[config.mk]
export PLATFORM = sky130hd
export DESIGN_NAME = axis_rr_packet_arbiter
export DESIGN_NICKNAME = d
export VERILOG_FILES = /design/src/rtl/axis_rr_packet_arbiter.sv
export SDC_FILE = /design/constraint.sdc
export NUM_CORES = 1
export LEC_CHECK = 0
export ABC_AREA = 1
export CAP_MARGIN = 20
export CORE_MARGIN = 4
export CORE_UTILIZATION = 43
export DETAILED_ROUTE_END_ITERATION = 7
export MAX_ROUTING_LAYER = met4
export PLACE_DENSITY = 0.82
export SLEW_MARGIN = 5
export SYNTH_ARGS = -nofsm -noshare
export SYNTH_HDL_FRONTEND = slang
export SYNTH_SLANG_ARGS = --single-unit
[constraint.sdc]
create_clock -name axis_aclk -period 2.5 [get_ports axis_aclk]
set_clock_uncertainty 0.15 [all_clocks]
set_input_delay 0.5 -clock axis_aclk [delete_from_list [all_inputs] [get_ports axis_aclk]]
set_output_delay 0.5 -clock axis_aclk [all_outputs]
set_load 0.02 [all_outputs]
[src/rtl/axis_rr_packet_arbiter.sv]
// -----------------------------------------------------------------------------
// axis_rr_packet_arbiter
//
// Packet-granular round-robin arbiter that merges two AXI4-Stream sinks
// (s00, s01) onto one AXI4-Stream master (m00). A grant is taken on the first
// beat of a packet and released only when that packet's end beat is accepted,
// so packets from the two sources are never interleaved. When both sources
// request at the same time, the port that was not served last wins. Packets
// longer than C_MAX_BEATS are cut: tlast is forced on beat C_MAX_BEATS, the
// sticky overrun flag is raised, and the remaining beats form a new packet.
//
// Optional build macro:
//   AXIS_ARB_OUT_REG_EN  - inserts a 2-entry skid buffer between the arbiter
//                          mux and m00. All m00 outputs become registers
//                          (+1 cycle latency, full throughput) and s*_tready no
//                          longer depends combinationally on m00_axis_tready.
//                          Undefined: zero-latency combinational path.
//
// Ports:
//   axis_aclk, axis_areset      clock, asynchronous active-high reset
//   s00_axis_*, s01_axis_*      sink streams (tdata, tstrb, tlast, tvalid, tready)
//   m00_axis_*                  arbitrated master stream
//   stat_clear                  synchronous clear of pkt_cnt0/1 and overrun
//   pkt_cnt0, pkt_cnt1          wrapping count of packets forwarded per source
//   overrun                     sticky flag: a packet was truncated
// -----------------------------------------------------------------------------
module axis_rr_packet_arbiter #(
    parameter int C_AXIS_TDATA_WIDTH = 32,
    parameter int C_MAX_BEATS        = 256,
    parameter int C_CNT_WIDTH        = 16
) (
    input  logic                            axis_aclk,
    input  logic                            axis_areset,

    input  logic [C_AXIS_TDATA_WIDTH-1:0]   s00_axis_tdata,
    input  logic [C_AXIS_TDATA_WIDTH/8-1:0] s00_axis_tstrb,
    input  logic                            s00_axis_tlast,
    input  logic                            s00_axis_tvalid,
    output logic                            s00_axis_tready,

    input  logic [C_AXIS_TDATA_WIDTH-1:0]   s01_axis_tdata,
    input  logic [C_AXIS_TDATA_WIDTH/8-1:0] s01_axis_tstrb,
    input  logic                            s01_axis_tlast,
    input  logic                            s01_axis_tvalid,
    output logic                            s01_axis_tready,

    output logic [C_AXIS_TDATA_WIDTH-1:0]   m00_axis_tdata,
    output logic [C_AXIS_TDATA_WIDTH/8-1:0] m00_axis_tstrb,
    output logic                            m00_axis_tlast,
    output logic                            m00_axis_tvalid,
    input  logic                            m00_axis_tready,

    input  logic                            stat_clear,
    output logic [C_CNT_WIDTH-1:0]          pkt_cnt0,
    output logic [C_CNT_WIDTH-1:0]          pkt_cnt1,
    output logic                            overrun
);

    localparam int DW = C_AXIS_TDATA_WIDTH;
    localparam int SW = C_AXIS_TDATA_WIDTH / 8;
    localparam int BW = $clog2(C_MAX_BEATS);
    localparam logic [BW-1:0] LAST_BEAT = BW'(C_MAX_BEATS - 1);

    localparam logic [1:0] ST_IDLE   = 2'd0;
    localparam logic [1:0] ST_GRANT0 = 2'd1;
    localparam logic [1:0] ST_GRANT1 = 2'd2;

    // Sources gathered into arrays so the mux and counters index by port.
    logic [DW-1:0]    src_tdata [2];
    logic [SW-1:0]    src_tstrb [2];
    logic [1:0]       src_tlast;
    logic [1:0]       src_tvalid;

    assign src_tdata[0] = s00_axis_tdata;
    assign src_tdata[1] = s01_axis_tdata;
    assign src_tstrb[0] = s00_axis_tstrb;
    assign src_tstrb[1] = s01_axis_tstrb;
    assign src_tlast    = {s01_axis_tlast,  s00_axis_tlast};
    assign src_tvalid   = {s01_axis_tvalid, s00_axis_tvalid};

    logic [1:0]       state_reg, state_next;
    logic             last_served_reg;
    logic [BW-1:0]    beat_cnt_reg;
    logic             overrun_reg;
    logic [C_CNT_WIDTH-1:0] pkt_cnt_reg [2];

    // Arbiter-side stream (before the optional output buffer).
    logic             granted;
    logic             sel;
    logic [DW-1:0]    arb_tdata;
    logic [SW-1:0]    arb_tstrb;
    logic             arb_tlast;
    logic             arb_tvalid;
    logic             arb_ready;
    logic             force_last;
    logic             beat;
    logic             end_beat;

    assign granted    = (state_reg == ST_GRANT0) || (state_reg == ST_GRANT1);
    assign sel        = (state_reg == ST_GRANT1);
    assign arb_tdata  = granted ? src_tdata[sel] : '0;
    assign arb_tstrb  = granted ? src_tstrb[sel] : '0;
    assign arb_tvalid = granted & src_tvalid[sel];
    // Truncation point: the C_MAX_BEATS-th beat always closes the packet.
    assign force_last = granted && (beat_cnt_reg == LAST_BEAT);
    assign arb_tlast  = granted & (src_tlast[sel] | force_last);
    assign beat       = arb_tvalid & arb_ready;
    assign end_beat   = beat & arb_tlast;

    assign s00_axis_tready = (state_reg == ST_GRANT0) & arb_ready;
    assign s01_axis_tready = (state_reg == ST_GRANT1) & arb_ready;

    // ------------------------------------------------------------------ FSM
    always_comb begin
        state_next = state_reg;
        case (state_reg)
            ST_IDLE: begin
                if (src_tvalid[0] && src_tvalid[1])
                    state_next = last_served_reg ? ST_GRANT0 : ST_GRANT1;
                else if (src_tvalid[0])
                    state_next = ST_GRANT0;
                else if (src_tvalid[1])
                    state_next = ST_GRANT1;
            end
            // On the end beat, hand straight over to a waiting peer so there
            // is no idle cycle between packets of different sources.
            ST_GRANT0: begin
                if (end_beat)
                    state_next = src_tvalid[1] ? ST_GRANT1 : ST_IDLE;
            end
            ST_GRANT1: begin
                if (end_beat)
                    state_next = src_tvalid[0] ? ST_GRANT0 : ST_IDLE;
            end
            default: state_next = ST_IDLE;
        endcase
    end

    always_ff @(posedge axis_aclk or posedge axis_areset) begin
        if (axis_areset) begin
            state_reg       <= ST_IDLE;
            last_served_reg <= 1'b1;
            beat_cnt_reg    <= '0;
            overrun_reg     <= 1'b0;
        end else begin
            state_reg <= state_next;
            if (end_beat) begin
                last_served_reg <= sel;
                beat_cnt_reg    <= '0;
            end else if (beat) begin
                beat_cnt_reg    <= beat_cnt_reg + 1'b1;
            end
            // Clear has priority over a coincident truncation.
            if (stat_clear)
                overrun_reg <= 1'b0;
            else if (end_beat && force_last && !src_tlast[sel])
                overrun_reg <= 1'b1;
        end
    end

    // Per-source packet counters; clear wins over a coincident increment.
    generate
        for (genvar gi = 0; gi < 2; gi++) begin : g_pkt_cnt
            always_ff @(posedge axis_aclk or posedge axis_areset) begin
                if (axis_areset)
                    pkt_cnt_reg[gi] <= '0;
                else if (stat_clear)
                    pkt_cnt_reg[gi] <= '0;
                else if (end_beat && (sel == 1'(gi)))
                    pkt_cnt_reg[gi] <= pkt_cnt_reg[gi] + 1'b1;
            end
        end
    endgenerate

    assign pkt_cnt0 = pkt_cnt_reg[0];
    assign pkt_cnt1 = pkt_cnt_reg[1];
    assign overrun  = overrun_reg;

    // --------------------------------------------------------- output stage
`ifdef AXIS_ARB_OUT_REG_EN
    // Two-entry skid buffer: head drives m00, tail catches the beat accepted
    // in the cycle the head stalls. Upstream ready is simply "tail empty".
    logic [DW-1:0] head_tdata_reg, tail_tdata_reg;
    logic [SW-1:0] head_tstrb_reg, tail_tstrb_reg;
    logic          head_tlast_reg, tail_tlast_reg;
    logic          head_valid_reg, tail_valid_reg;
    logic          pop;

    assign arb_ready = ~tail_valid_reg;
    assign pop       = head_valid_reg & m00_axis_tready;

    always_ff @(posedge axis_aclk or posedge axis_areset) begin
        if (axis_areset) begin
            head_tdata_reg <= '0;
            head_tstrb_reg <= '0;
            head_tlast_reg <= 1'b0;
            head_valid_reg <= 1'b0;
            tail_tdata_reg <= '0;
            tail_tstrb_reg <= '0;
            tail_tlast_reg <= 1'b0;
            tail_valid_reg <= 1'b0;
        end else if (!head_valid_reg || pop) begin
            if (tail_valid_reg) begin
                head_tdata_reg <= tail_tdata_reg;
                head_tstrb_reg <= tail_tstrb_reg;
                head_tlast_reg <= tail_tlast_reg;
                head_valid_reg <= 1'b1;
                tail_valid_reg <= 1'b0;
            end else begin
                head_tdata_reg <= arb_tdata;
                head_tstrb_reg <= arb_tstrb;
                head_tlast_reg <= arb_tlast & beat;
                head_valid_reg <= beat;
            end
        end else if (beat) begin
            tail_tdata_reg <= arb_tdata;
            tail_tstrb_reg <= arb_tstrb;
            tail_tlast_reg <= arb_tlast;
            tail_valid_reg <= 1'b1;
        end
    end

    assign m00_axis_tdata  = head_tdata_reg;
    assign m00_axis_tstrb  = head_tstrb_reg;
    assign m00_axis_tlast  = head_tlast_reg;
    assign m00_axis_tvalid = head_valid_reg;
`else
    assign arb_ready       = m00_axis_tready;
    assign m00_axis_tdata  = arb_tdata;
    assign m00_axis_tstrb  = arb_tstrb;
    assign m00_axis_tlast  = arb_tlast;
    assign m00_axis_tvalid = arb_tvalid;
`endif

endmodule

==> results by stage, run 1 <==
Pwr:
- The leakage dissipation is around 2.4 nW.
- The total power divided by cell area is between 700 and 800 nW/um^2.
- The maximum vdd drop is between 0.3 and 0.4 mV.

Critical path:
- The maximum net fanout on the critical path is 15.
- For the worst setup path, the data arrival time is about 1.8 ns.
- The kind of critical path is reg -> out.
- STA puts the critical path data required time at 1.85 ns.
- The startpoint type of the worst setup path is a register.
- Walking the worst path, the cells encountered are inv_1 -> ha_4 -> buf_6 -> o21ai_0 -> nor2_1 -> clkdlybuf4s15_2.
- The largest stage delay on the critical path is 0.43 ns.
- STA classifies the critical path endpoint as a primary output.
- Among all stages on the critical path, the largest delay is contributed by sky130_fd_sc_hd__dfrtp_1.

Synthesis:
- The number of enable-type register cells in the synthesized netlist is 0.
- The cell with the most instances after synthesis is sky130_fd_sc_hd__nand2_1.
- After synthesis the netlist holds a flip-flop and latch count of 44.
- The share of the yosys chip area belonging to registers is about a third.
- The netlist uses 29 different library cells.
- The cell count after synthesis came out at roughly 540.
- The number of nets produced by synthesis is 630.
- Counting flops with an async set or reset pin after synthesis yields a share of 100.0%.
- Yosys attributes the largest share of cell area to sky130_fd_sc_hd__dfrtp_1 (31%), sky130_fd_sc_hd__nand2_1 (17%), sky130_fd_sc_hd__nor2_1 (16%).
- sky130_fd_sc_hd__dfrtp_1 takes more of the synthesized area than any other cell.
- In the synthesized netlist the dominant register cell turns out to be sky130_fd_sc_hd__dfrtp_1.
- The combined area of all synthesized cells is roughly 3400 um^2.
- Each instance of the synthesized netlist takes up on average about 6.3 um^2.
- In the synthesized netlist, the cells that appear most often are sky130_fd_sc_hd__nand2_1 (152), sky130_fd_sc_hd__nor2_1 (143), sky130_fd_sc_hd__dfrtp_1 (43).
- The area fraction of the dominant cell type after synthesis is between 30% and 40%.
- The count of warnings emitted by yosys is 0.

GRT:
- The via count of the first global-routing pass is 3809.
- The largest net degree at the start of global routing is between 40 and 50.
- For this run, the total global-route usage over all layers was measured as between 20% and 30%.
- The number of antenna violations at the first check in global routing was 0.
- The remaining global-route overflow is 0.
- The wire length of the first global-routing pass is around 19000 um.

Cells and area:
- The count of antenna diodes in the layout is 0.
- Fill cells in the final layout number between 600 and 700.
- The fraction of the core area covered by cells at the end of the flow is 67.47%.
- Registers take 1102 um^2.
- The finished layout cell area is 5214 um^2.
- In the final design database the tool counted 791 nets.
- In the final layout, the multi-input gates occupy ~2100 um^2.
- The fraction of layout instances using a drive strength above 1 is 11.91%.
- The synthesis-to-layout area growth is 52.41%.
- Leaving out filler cells and counting taps, the final layout contains between 800 and 900.

Detailed routing:
- The violation count after the first detailed-route iteration is 230.
- The first TritonRoute pass finished after 5 iterations.
- The total routed wirelength is 11300 um.
- The routed length per placed instance is 14.00 um.
- The total number of vias is ~4100.
- Dividing the detail-routed via count by the number of cells gives approximately 5.
- In the routed design, unresolved DRC markers number 0.
- The number of nets still failing antenna checks after routing is 0.

STA:
- The shortest period the worst path allows is approximately 2.4 ns.
- Summed over all failing endpoints, the final setup total negative slack is 0 ns.
- Setup violations remaining at the end of the flow were counted as 0.
- The number of max-slew violations in the final report came to 0.
- For this run, the top clock speed supported by timing is between 400 and 500 MHz.
- For the pin with the worst max-slew slack, the measured transition is 0.5542 ns.
- In the finished design, the share of the clock period the worst path needs comes to between 90% and 100%.
- The number of endpoints with negative hold slack in the final report is 0.
- Headroom to the max-slew limit came out at 63.06%.

Floorplan:
- For this configuration, the core starts out at a cell density of between 40% and 50%.
- The die height is 97.19 um.
- The region available for standard cell placement spans 7727 um^2.
- The die width is approximately 97 um.
- The number of placed I/O pins is 153.
- The die covers ~9400 um^2.
- The cell row count is 32.

CTS:
- The clock slew seen by the registers of the worst setup and hold paths is roughly 0.08 ns.
- The clock root buffer is sky130_fd_sc_hd__clkbuf_8.
- The number of buffers added by the clock tree synthesis step is 5.
- The clock tree synthesis step divided the H-tree into 2 levels.
- For the worst-skew pair, the clock arrives at the later sink with an insertion delay of 0.29 ns.
- The clock passes through at most 2 buffers.
- Hold repair after CTS inserted 0 buffers.
- TritonCTS built the clock tree.
- The number of clock sinks is 44.

Run status:
- The run finished with clean final reports.

Placed design:
- The count of placed standard cells including taps is approximately 800.
- In this run the tool buffered the top-level ports with between 150 and 200 buffer cells.
- The routability-driven placement congestion ratio is roughly 1.0.
- The placed instances occupy a cell area of approximately 5200 um^2.
- After legalization and detailed placement, the total HPWL measured slightly below 9000 um.

Flow run:
- Max-cap violations in this run came to 0.

Worst hold path:
- The worst hold path belongs to the class reg -> reg.
placed cells by master, fill, tap and decap left out, types with 3 or more instances in the layout:
cell type	count
sky130_fd_sc_hd__buf_4	16
sky130_fd_sc_hd__clkbuf_8	5
sky130_fd_sc_hd__clkdlybuf4s15_2	11
sky130_fd_sc_hd__o21ai_1	9
sky130_fd_sc_hd__ha_1	5
sky130_fd_sc_hd__nand4_1	10
sky130_fd_sc_hd__a21oi_1	9
sky130_fd_sc_hd__nor3_1	7
sky130_fd_sc_hd__o21ai_0	42
sky130_fd_sc_hd__clkdlybuf4s50_1	112
sky130_fd_sc_hd__nand3_1	27
sky130_fd_sc_hd__xnor2_1	3
sky130_fd_sc_hd__clkdlybuf4s15_1	5
sky130_fd_sc_hd__dfrtp_1	43
sky130_fd_sc_hd__clkbuf_2	20
sky130_fd_sc_hd__nand3_2	3
sky130_fd_sc_hd__xor2_1	8
sky130_fd_sc_hd__nor2_1	143
sky130_fd_sc_hd__buf_12	4
sky130_fd_sc_hd__inv_1	37
sky130_fd_sc_hd__nand2_4	3
sky130_fd_sc_hd__nand2_1	152
sky130_fd_sc_hd__nand2_2	5
through the flow:
| step | hold slack, ns | total power [mW] | worst slack (ns) |
|---|---|---|---|
| after floorplan | 0.3189 | 2.338 | 0.2606 |
| after global placement | 0.3332 | 3.576 | -0.01265 |
| after detailed placement | 0.3482 | 3.623 | -0.02273 |
| after CTS | 0.3674 | 3.965 | 0.000004108 |
| after global routing | 0.4132 | 4.220 | -0.03894 |
| final | 0.3567 | 3.953 | 0.05465 |
cell type report:
class	instances	share of cell area (%)
tap	102	2.448
timing repair buffer	174	31.70
sequential	44	21.14
multi-input combinational	439	39.72
clock inverter	2	0.6719
clock buffer	6	1.392
inverter	40	2.928
worst max-delay path: cells and delay by family (launching register included):
family / cells / cell delay (ns)
AND/OR/NAND/NOR: 1 / 0.13
buffers and inverters: 3 / 0.55
AO/OA/AOI/OAI: 1 / 0.09
adder cells (fa/ha/maj): 1 / 0.31
flip-flops: 1 / 0.43
power by group:
part           internal (mW)  switching, mW
clock network          0.297          0.242
logic                   1.03           1.53
registers              0.793         0.0647
total                   2.12           1.83
per-layer routing:
layer  wire (um)  vias up  track usage, %
met2        5500      153           40.76
met3         720       17           3.446
li1            -     2031               -
met4         221        0           6.371
met5           0        -               -
met1        4853     1849           30.61
cell families (layout without fill, tap and decap cells):
logic type | Yosys count | count (layout) | synth area share [%]
flip-flops | 44 | 44 | 32.22
AO/OA/AOI/OAI | 62 | 62 | 9.254
AND/OR/NAND/NOR | 359 | 359 | 45.17
adder cells (fa/ha/maj) | 7 | 7 | 2.560
XOR/XNOR | 11 | 11 | 2.817
buffers and inverters | 60 | 222 | 7.974
path summary, 6_finish.rpt:
kind,slack (ns),start,cells after the start,end
min in group asynchronous,0.50,axis_areset,3,pkt_cnt0[10]
max in group asynchronous,1.33,axis_areset,3,pkt_cnt0[3]
worst max-delay path,0.05,state_reg[1],6,m00_axis_tdata[4]
worst max register to register,0.24,state_reg[0],13,pkt_cnt1[1]
worst min register to register,0.36,overrun,2,overrun
worst min-delay path,0.36,overrun,2,overrun
repair_timing:
item	CTS	global route
setup endpoints to repair	39	39
endpoints found under the hold margin	0	0
setup buffers	0	1
resized for setup	71	44
Note: power is estimated with default switching activity, not from simulation.
==> run 2, diff against run 1 <==
Settings changed: ABC_AREA 1 to 0, CORE_UTILIZATION 43 to 41, PLACE_DENSITY 0.82 to 0.81.
==> results by stage, run 2 <==
Critical path:
- The critical path startpoint is state_reg[0].
- By startpoint and endpoint, the worst setup path is classified as reg -> reg.
- The maximum net fanout on the critical path is 16 (+1).
- The startpoint type of the worst setup path is a register.
- The worst register-to-register path begins at state_reg[0].
- The worst register-to-register path ends at pkt_cnt1[8].
- The largest stage delay on the critical path is 0.54 ns (+0.11 ns).
- The arrival time of data at the critical path endpoint is 2.55 ns (+0.75 ns).
- The required time reported for the critical path endpoint is 2.58 ns (+0.73 ns).
- Walking the worst path, the cells encountered are inv_2 -> buf_4 -> ha_4 -> nand4_1 -> o22a_2 -> buf_12 -> buf_4 -> or4_1 -> a21oi_2.
- The cell with the most instances on the worst path is sky130_fd_sc_hd__buf_4.
- On the critical path, the stage with the largest delay is an instance of sky130_fd_sc_hd__or4_1.
- The capture point of the critical path is pkt_cnt1[8].
- The register-to-register path setup slack was 0.03 ns (-0.21 ns).
- The number of cells on the worst reg-to-reg path was 9 (-4).
- The type of destination of the critical path is a register.

Pwr:
- The leakage dissipation is 2.183 nW (-9.7%).
- The total power consumption of the routed design came to 4.334 mW (+9.6%).
- The maximum vdd drop is 0.9164 mV (+140%).
- The total power divided by cell area is 850.6 nW/um^2 (+12%).

Worst hold path:
- The worst hold path belongs to the class reg -> reg.

Synthesis:
- The number of nets produced by synthesis was 437 (-31%).
- The distinct cell type count after synthesis is 41 (+41%).
- The portion of netlist area occupied by mux cells came to 17.89% (+18 points).
- The share of the yosys chip area belonging to registers is 35.74% (+3.5 points).
- The synthesized-area fraction occupied by xor and xnor cells is 1.704% (-1.1 points).
- In the synthesized netlist, the cells that appear most often are sky130_fd_sc_hd__nor2_1 (61), sky130_fd_sc_hd__dfrtp_1 (43), sky130_fd_sc_hd__mux2i_1 (38).
- The area share of fa/ha/maj cells after synthesis came to 2.840% (+0.28 points).
- The cell with the most instances after synthesis is sky130_fd_sc_hd__nor2_1.
- The area fraction of the dominant cell type after synthesis is 34.89% (+3.4 points).
- The average instance area after synthesis is 8.812 um^2 (+40%).
- The combined area of all synthesized cells is 3084 um^2 (-9.8%).
- The count of state elements after synthesis is 44 (unchanged).
- The simple logic cell fraction of the synthesized area was 27.10% (-18 points).
- By area, the combinational part of the netlist is dominated by simple AND/OR/NAND/NOR gates.
- In the post-synthesis netlist, the biggest area contributors are sky130_fd_sc_hd__dfrtp_1 (35%), sky130_fd_sc_hd__mux2i_1 (12%), sky130_fd_sc_hd__nor2_1 (7.4%).
- The most used flip-flop cell after synthesis is sky130_fd_sc_hd__dfrtp_1.
- The compound-cell area share of the yosys netlist is 10.30% (+1.1 points).
- The cell type with the largest total area after synthesis is sky130_fd_sc_hd__dfrtp_1.
- The gate count of the mapped netlist came to 350 (-36%).
- The count of warnings emitted by yosys is 0 (unchanged).
- The async set or reset register ratio after synthesis is 100.0% (unchanged).
- The number of enable-type register cells in the synthesized netlist is 0 (unchanged).

Flow run:
- The count of maximum capacitance violations is 0 (unchanged).

GRT:
- The largest net degree at the start of global routing is 47 (+4.4%).
- The total global routing track utilization is 24.08% (-0.13 points).
- The via count of the first global-routing pass is 3544 (-7.0%).
- The number of antenna violations at the first check in global routing is 0 (unchanged).
- The wire length of the first global-routing pass is 16670 um (-11%).
- The remaining global-route overflow is 0 (unchanged).

CTS:
- The clock latency at the later pin of the worst-skew pair came to 0.30 ns (about the same).
- The number of buffers added by the clock tree synthesis step came to 5 (unchanged).
- The number of clock sinks is 44 (unchanged).
- TritonCTS built the clock tree.
- The number of H-tree branching levels was 2 (unchanged).
- The clock root buffer is sky130_fd_sc_hd__clkbuf_8.
- The clock slew seen by the registers of the worst setup and hold paths is 0.09 ns (about the same).
- The maximum buffer depth of the clock tree was 2 (unchanged).

Detailed routing:
- The violation count after the first detailed-route iteration is 159 (-31%).
- The total routed wirelength came to 10640 um (-5.8%).
- The via density per instance is 5.405 (+7.7%).
- The total iterations of the first detailed-routing run was 4 (-1).
- The total number of vias is 3427 (-15%).
- The number of nets still failing antenna checks after routing came to 0 (unchanged).
- The routed length per placed instance was 16.78 um (+20%).
- The total DRC errors in the routed layout was 0 (unchanged).

Run status:
- The flow ran to the end, and the final reports show no timing, DRC or antenna violations.

Cells and area:
- The most frequent standard cell in the layout excluding fill and tap cells is sky130_fd_sc_hd__clkdlybuf4s50_1.
- The number of nets at the end of the flow is 621 (-21%).
- The final cell count without fillers is 634 (-21%).
- In the layout the commonest cells are sky130_fd_sc_hd__clkdlybuf4s50_1 (112), sky130_fd_sc_hd__nor2_1 (61), sky130_fd_sc_hd__dfrtp_1 (43), sky130_fd_sc_hd__buf_4 (42), sky130_fd_sc_hd__mux2i_1 (37).
- The count of antenna diodes in the layout is 0 (unchanged).
- The fraction of the core area covered by cells at the end of the flow was 69.87% (+2.4 points).
- The synthesis-to-layout area growth is 65.19%.
- The fraction of layout instances using a drive strength above 1 is 23.55% (+12 points).

Floorplan:
- The starting density of the core came to 42.30% (-2.0 points).
- The cell row count came to 31 (-3.1%).
- The overall die area is 8974 um^2 (-5.0%).
- The die width is 94.73 um (-2.5%).
- The die height is 94.73 um (-2.5%).
- The core area is 7292 um^2 (-5.6%).
- The number of placed I/O pins is 153 (unchanged).

Placed design:
- The half-perimeter wire length after detailed placement was 8001 um (-9.9%).
- The count of placed standard cells including taps was 615 (-23%).
- The number of buffers inserted by port buffering is 152 (unchanged).
- The routability-driven placement congestion ratio is 0.8438 (-16%).

STA:
- The slew at the pin closest to its max-slew limit came to 0.5766 ns (+0.02246 ns).
- The number of max-slew violations in the final report was 0 (unchanged).
- The final setup violation count is 0 (unchanged).
- The upper clock frequency limit is 405.1 MHz (-0.94%).
- The final-layout worst hold slack is 0.3769 ns (+0.02021 ns).
- The shortest period the worst path allows came to 2.468 ns (+0.02308 ns).
- The relative slew slack came to 61.56% (-1.5 points).
- The number of endpoints with negative hold slack in the final report was 0 (unchanged).
- The post-route fraction of the period consumed by the critical path is 98.74% (+0.92 points).
[run 2: cell count changes after synthesis, sizes merged, moves of 15 or more]
cell,change
o21ai,-48
nand2,-147
inv,-30
nand3,-21
mux2i,+39
nor2,-86
o31ai,+17
or4,+15
[run 2: repair_timing]
item,in CTS,in global routing
cloned,0,2
gates resized for setup,101,56
pin swaps,0,1
hold buffers,0,0
setup buffers,4,5
setup endpoints to repair,48,44
[run 2: worst min-delay path by stage]
stage          cells after the start       startpoint               to
2_1_floorplan                      2  beat_cnt_reg[1]  beat_cnt_reg[1]
3_3_place_gp                       2  beat_cnt_reg[1]  beat_cnt_reg[1]
3_5_place_dp                       2  beat_cnt_reg[1]  beat_cnt_reg[1]
4_1_cts                            2  beat_cnt_reg[1]  beat_cnt_reg[1]
5_1_grt                            2  beat_cnt_reg[1]  beat_cnt_reg[1]
6_report                           2  beat_cnt_reg[1]  beat_cnt_reg[1]
[run 2: final cells by class]
type	instances	area, um^2
Fill cell	613	2197
Multi-Input combinational cell	273	1929
Timing Repair Buffer	200	1775
Sequential cell	44	1102
Tap cell	99	123.9
Clock buffer	7	96.34
Inverter	10	37.54
Clock inverter	1	30.03
[run 2: layer usage]
metal / wire length [um] / vias up / global-route usage, %
met5: 0 / - / -
met4: 76 / 0 / 3.966
met3: 801 / 10 / 5.976
met2: 5711 / 128 / 43.16
met1: 4049 / 1642 / 27.54
li1: - / 1647 / -
[run 2: logic make-up (layout without fill, tap and decap cells)]
kind of cell,Yosys count,after routing
simple gates,156,157
mux,53,53
compound gates,50,50
flops,44,44
buf+inv,34,218
fa+ha+maj,7,7
xor+xnor,6,6
[run 2: metrics by stage]
stage / setup WS [ns] / instance area [um^2] / setup TNS, ns
2_1_floorplan: -0.06557 / 3084 / -1.694
3_3_place_gp: -0.1426 / 4969 / -1.444
3_5_place_dp: -0.1885 / 4969 / -3.004
4_1_cts: -0.004436 / 5162 / -0.008422
5_1_grt: -0.03793 / 5095 / -0.07548
6_report: 0.03157 / 5095 / 0
[run 2: report_power, final]
group	total, mW	switching (mW)	internal (mW)	leakage [nW]
registers	0.813	0.0491	0.764	0.605
logic	2.91	1.64	1.27	1.51
clock network	0.611	0.258	0.353	0.0645
[run 2: critical path, delay by kind of cell, from the launching register on]
kind                       cells  cell delay (ns)
AOI/OAI and AO/OA              2             0.45
DFF                            1             0.37
adders and majority gates      1             0.27
and+or+nand+nor                2             0.65
buffers and inverters          4             0.50
==> run 3, diff against run 2 <==
Settings changed: CAP_MARGIN 20 to default.
==> results of run 3 <==
No change in the layout: final DEF, timing and power equal those of run 2.
